$ cat src/rtl/fixed_point_multiplier.sv
// Sequential unsigned Q(W-F).F multiplier: one shift-add step per clock over W cycles,
// truncating the fraction and saturating to all ones when the integer part overflows.
module fixed_point_multiplier #(
    parameter int unsigned W = 10,
    parameter int unsigned F = 5
) (
    input  logic         clk,
    input  logic         rst_n,
    input  logic         sclr,
    input  logic [W-1:0] ain,
    input  logic [W-1:0] bin,
    input  logic         start,
    output logic [W-1:0] qout,
    output logic         ovf,
    output logic         busy,
    output logic         valid
);

    localparam int unsigned PW = 2 * W;
    localparam int unsigned CW = $clog2(W + 1);

    typedef enum logic [1:0] {
        IDLE = 2'd0,
        RUN  = 2'd1,
        DONE = 2'd2
    } state_t;

    state_t        state;
    logic [PW-1:0] mcand;
    logic [W-1:0]  mplier;
    logic [PW-1:0] acc;
    logic [CW-1:0] cnt;

    logic [PW-1:0] acc_next_c;
    logic [PW-1:0] hi_bits_c;
    logic [W-1:0]  res_c;
    logic          ovf_c;

    // Accumulator after this cycle's step; on the last step it is the full product.
    always_comb begin
        acc_next_c = acc;
        if (mplier[0]) begin
            acc_next_c = acc + mcand;
        end
        hi_bits_c = acc_next_c >> (W + F);
        res_c     = W'(acc_next_c >> F);
        ovf_c     = |hi_bits_c;
    end

    always_ff @(posedge clk or negedge rst_n) begin
        if (!rst_n) begin
            state  <= IDLE;
            mcand  <= '0;
            mplier <= '0;
            acc    <= '0;
            cnt    <= '0;
            qout   <= '0;
            ovf    <= 1'b0;
            busy   <= 1'b0;
            valid  <= 1'b0;
        end else if (sclr) begin
            state  <= IDLE;
            mcand  <= '0;
            mplier <= '0;
            acc    <= '0;
            cnt    <= '0;
            qout   <= '0;
            ovf    <= 1'b0;
            busy   <= 1'b0;
            valid  <= 1'b0;
        end else begin
            case (state)
                IDLE, DONE: begin
                    if (start) begin
                        mcand  <= PW'(ain);
                        mplier <= bin;
                        acc    <= '0;
                        cnt    <= '0;
                        busy   <= 1'b1;
                        valid  <= 1'b0;
                        state  <= RUN;
                    end
                end
                RUN: begin
                    // start is deliberately ignored here
                    acc    <= acc_next_c;
                    mcand  <= mcand << 1;
                    mplier <= mplier >> 1;
                    cnt    <= cnt + CW'(1);
                    if (cnt == CW'(W - 1)) begin
                        qout  <= ovf_c ? '1 : res_c;
                        ovf   <= ovf_c;
                        busy  <= 1'b0;
                        valid <= 1'b1;
                        state <= DONE;
                    end
                end
                default: begin
                    state <= IDLE;
                end
            endcase
        end
    end

endmodule
$ cat config.mk
export PLATFORM = sky130hd
export DESIGN_NAME = fixed_point_multiplier
export DESIGN_NICKNAME = d
export VERILOG_FILES = /design/src/rtl/fixed_point_multiplier.sv
export SDC_FILE = /design/constraint.sdc
export NUM_CORES = 1
export LEC_CHECK = 0
export ABC_AREA = 1
export BUFFER_PORTS_ARGS = -buffer_cell sky130_fd_sc_hd__buf_4
export CORE_UTILIZATION = 60
export DETAILED_ROUTE_END_ITERATION = 16
export PLACE_DENSITY = 0.8
export SYNTH_ARGS = -nofsm -noshare
export SYNTH_HDL_FRONTEND = slang
export SYNTH_SLANG_ARGS = --single-unit
$ cat constraint.sdc
create_clock -name clk -period 2.8 [get_ports clk]
set_input_delay 0.14 -clock clk [delete_from_list [all_inputs] [get_ports clk]]
set_output_delay 0.14 -clock clk [all_outputs]
set_load 0.05 [all_outputs]
==> summary.md <==
| Metric | Value |
|---|---|
| 1st-iter DRT viols | 235 |
| Wire per inst | 15.1 µm |
| Ys flop type | dfrtp_1 |
| Inserted Clock Buffers | 9 |
| Final wirelength | 10200 µm |
| Maxcap violations | 0 |
| GRT overflow | 0 |
| Unrepaired setup endpoints after global routing | no |
| DRC | 0 |
| VDD IR-drop max | about 400 µV |
| Crit. Startpoint | mcand[0]$_DFFE_PN0P_ |
| Number of global-route vias before repair | approximately 3700 |
| Async S/R FF share, synth | between 90% and 100% |
| Final hold vios | 0 |
| Syn avg cell area | 7.61 µm² |
| Worst skew pair latency | 0.36 ns |
| Worst slew margin | 41.2% |
| Commonest non-fill, non-tap cell in the layout | nand2_1 |
| Resized Gates After CTS | 0 |
| Tcrit/Tclk final | slightly below 90% |
| Cell breakdown of the critical path | ha_1, fa_1, nand2_1, nand3_1, nand3_1, nand2_1, nand3_1, nand3b_1, nand3_1, nand2_1, nor2_1, nand3_1, nand2_2, nand2_1 |
| Final ANT Viol Nets | 0 |
| Clock period minus final worst setup slack | 2.47 ns |
| CP max stage delay | 0.44 ns |
| Crit Reg-Reg Startpoint | mcand[0]$_DFFE_PN0P_ |
| Syn nets | 596 |
| Post-synthesis instance total | 550 |
| Site Rows | 30 |
| Yosys Warn Count | 0 |
| Worst Setup Start Kind | flip-flop |
| Io pins | 37 |
| Largest net degree at the start of global routing | 70 |
| Buf/Inv on CP | 0 |
| Flops & latches, synth | 69 |
| DP Cell Count | ~660 |
| Pre-CTS WS | 0.370 ns |
| Antenna fix cells | 0 |
| Sequential fraction of the synthesis area | 41.3% |
| Max Slew Vio Count | 0 |
| CP required | 3.03 ns |
| H-tree depth | 3 |
| Post-synth EDFFs | 0 |
| Yosys cell types | 38 |
| Die Span X | 85.5 µm |
| Critical path type | reg2reg |
| Antenna violations before repair | 0 |
| Placed wire-length estimate | 7150 µm |
| CTS tree | done |
| Drt pass-1 iters | 5 |
| CP Data Arrival Time | between 2 and 3 ns |
| Mapped Area | 4190 µm² |
| Endpoints failing setup | 0 |
| Clk sink count | 69 |
| Die Y | 85.5 µm |
| Worst r2r dst | qout[1]$_DFFE_PN0P_ |
| Setup TNS | 0 ns |
| Initial core utilization | 61.9% |
| Clock transition at path regs | about 0.08 ns |
| GPL Wtd Cong | 0.899 |
| Hold Path Class | in2reg |
| Leading area contributor after synthesis | dfrtp_1 |
| CP delay by family, top | simple AND/OR/NAND/NOR gates |
| CP Capture Point | qout[1]$_DFFE_PN0P_ |
| Post-DP Area | 4530 µm² |
| # Post-CTS Setup Buffers | 0 |
| Vias | 3806 |
| Share of the synthesized area in the top cell type | around two fifths |
| Commonest cells after routing, fill and taps aside | nand2_1 (158), inv_1 (79), dfrtp_1 (69) |
| Clk buf depth | 2 |
| Design area | 4750 µm² |
| Die area | 7310 µm² |
| Area Growth Syn to Fin | 13.4% |
| Max Clock Freq | 405 MHz |
| Worst-path fanout max | 11 |
| Setup ws final | 0.333 ns |
| Total power | 2.28 mW |
| Reg2Reg Setup Slack | around 0.33 ns |
| Slowest-stage cell, CP | fa_1 |
| Fin Clk Skew | roughly 0.012 ns |
| Clk root buf | clkbuf_8 |
| Worst Setup End Kind | flip-flop |
| Global-route wire length before repair | 17300 µm |
| Status | completed |
| IO Port Bufs | 36 |
| Fin nets | 634 |
| Area contributors post-synth | dfrtp_1 (41%), nand2_1 (14%), inv_1 (7.1%) |
| Non-filler instance count after layout | 673 |
| Leakage power | between 2 and 2.5 nW |
| Worst path depth | 14 |
| Cts hold-fix bufs | 2 |
| Share of cells above drive strength 1 | between 10% and 20% |
| GRT Util Overall | 30.1% |
| Worst slew pin tran | slightly below 0.9 ns |
| Placeable Area | between 6000 and 7000 µm² |
| Via density | 5.66 |
| Cell mode on critical path | nand3_1 |
| Worst r2r path cells | 14 |
| Pwr Density | 480 nW/µm² |
-- logic make-up (layout without fill, tap and decap cells) --
group / count (synthesis) / count (layout) / share of synthesized area, %
adders and majority gates: 22 / 22 / 6.76
and+or+nand+nor: 233 / 233 / 23.6
DFF: 69 / 69 / 41.3
xor gates and xnor gates: 9 / 9 / 1.88
buffers and inverters: 96 / 139 / 9.18
AOI/OAI and AO/OA: 121 / 121 / 17.3
-- layout make-up --
class | instances | area (µm²)
multi-input cells | 385 | 2080
fillers | 547 | 2010
flip-flops and latches | 69 | 1730
repair buffers | 43 | 340
inverters | 80 | 300
clock buffers | 10 | 128
well taps | 80 | 100
clock inverters | 6 | 71.3
-- layer usage --
layer / vias up / track usage, % / share of wire [%]
met5: - / 0 / 0
met4: 0 / 11.2 / 1.6
met3: 21 / 4.81 / 4.8
met2: 106 / 48.1 / 47
met1: 1795 / 41.7 / 46
li1: 1884 / - / -
-- flip-flops by register name, summed over array words and instances, names as in the netlist --
signal	flops
busy	1
acc	20
mplier	10
mcand	20
state	2
cnt	4
valid	1
qout	10
ovf	1
-- synth_stat cells (3+ instances only) --
cell type and instances:
a21oi_1 20, a22o_1 3, a22oi_1 18, buf_6 3, clkbuf_1 11, dfrtp_1 69, ha_1 21, inv_1 79
nand2_1 158, nand2_2 4, nand3_1 26, nand3_2 3, nand4_1 3, nor2_1 26, nor2_2 5, o21ai_0 50
o22ai_1 16, xnor2_1 4, xor2_1 5
-- where the power goes --
part / internal, mW / switching (mW)
sequential: 1.05 / 0.0419
combinational: 0.121 / 0.230
clock: 0.419 / 0.417
total: 1.59 / 0.690
-- worst min path at each step --
stage | slack, ns | cells past startpoint | from | to
finish | 0.03 | 2 | bin[9] | mplier[9]$_DFFE_PN0P_
global placement | 0.30 | 1 | rst_n | acc[3]$_DFFE_PN0P_
global route | 0.03 | 2 | bin[9] | mplier[9]$_DFFE_PN0P_
CTS | 0.02 | 2 | bin[9] | mplier[9]$_DFFE_PN0P_
detailed placement | 0.31 | 1 | rst_n | acc[3]$_DFFE_PN0P_
floorplan | -0.16 | 0 | rst_n | acc[0]$_DFFE_PN0P_
-- through the flow --
| step | hold slack, ns | utilization [%] |
|---|---|---|
| global placement | 0.302 | 67.0 |
| detailed placement | 0.311 | 67.0 |
| finish | 0.0312 | 70.2 |
| CTS | 0.0244 | 70.2 |
| global route | 0.0266 | 70.2 |
| floorplan | -0.156 | - |
No activity file was read; power rests on OpenSTA's default activity.
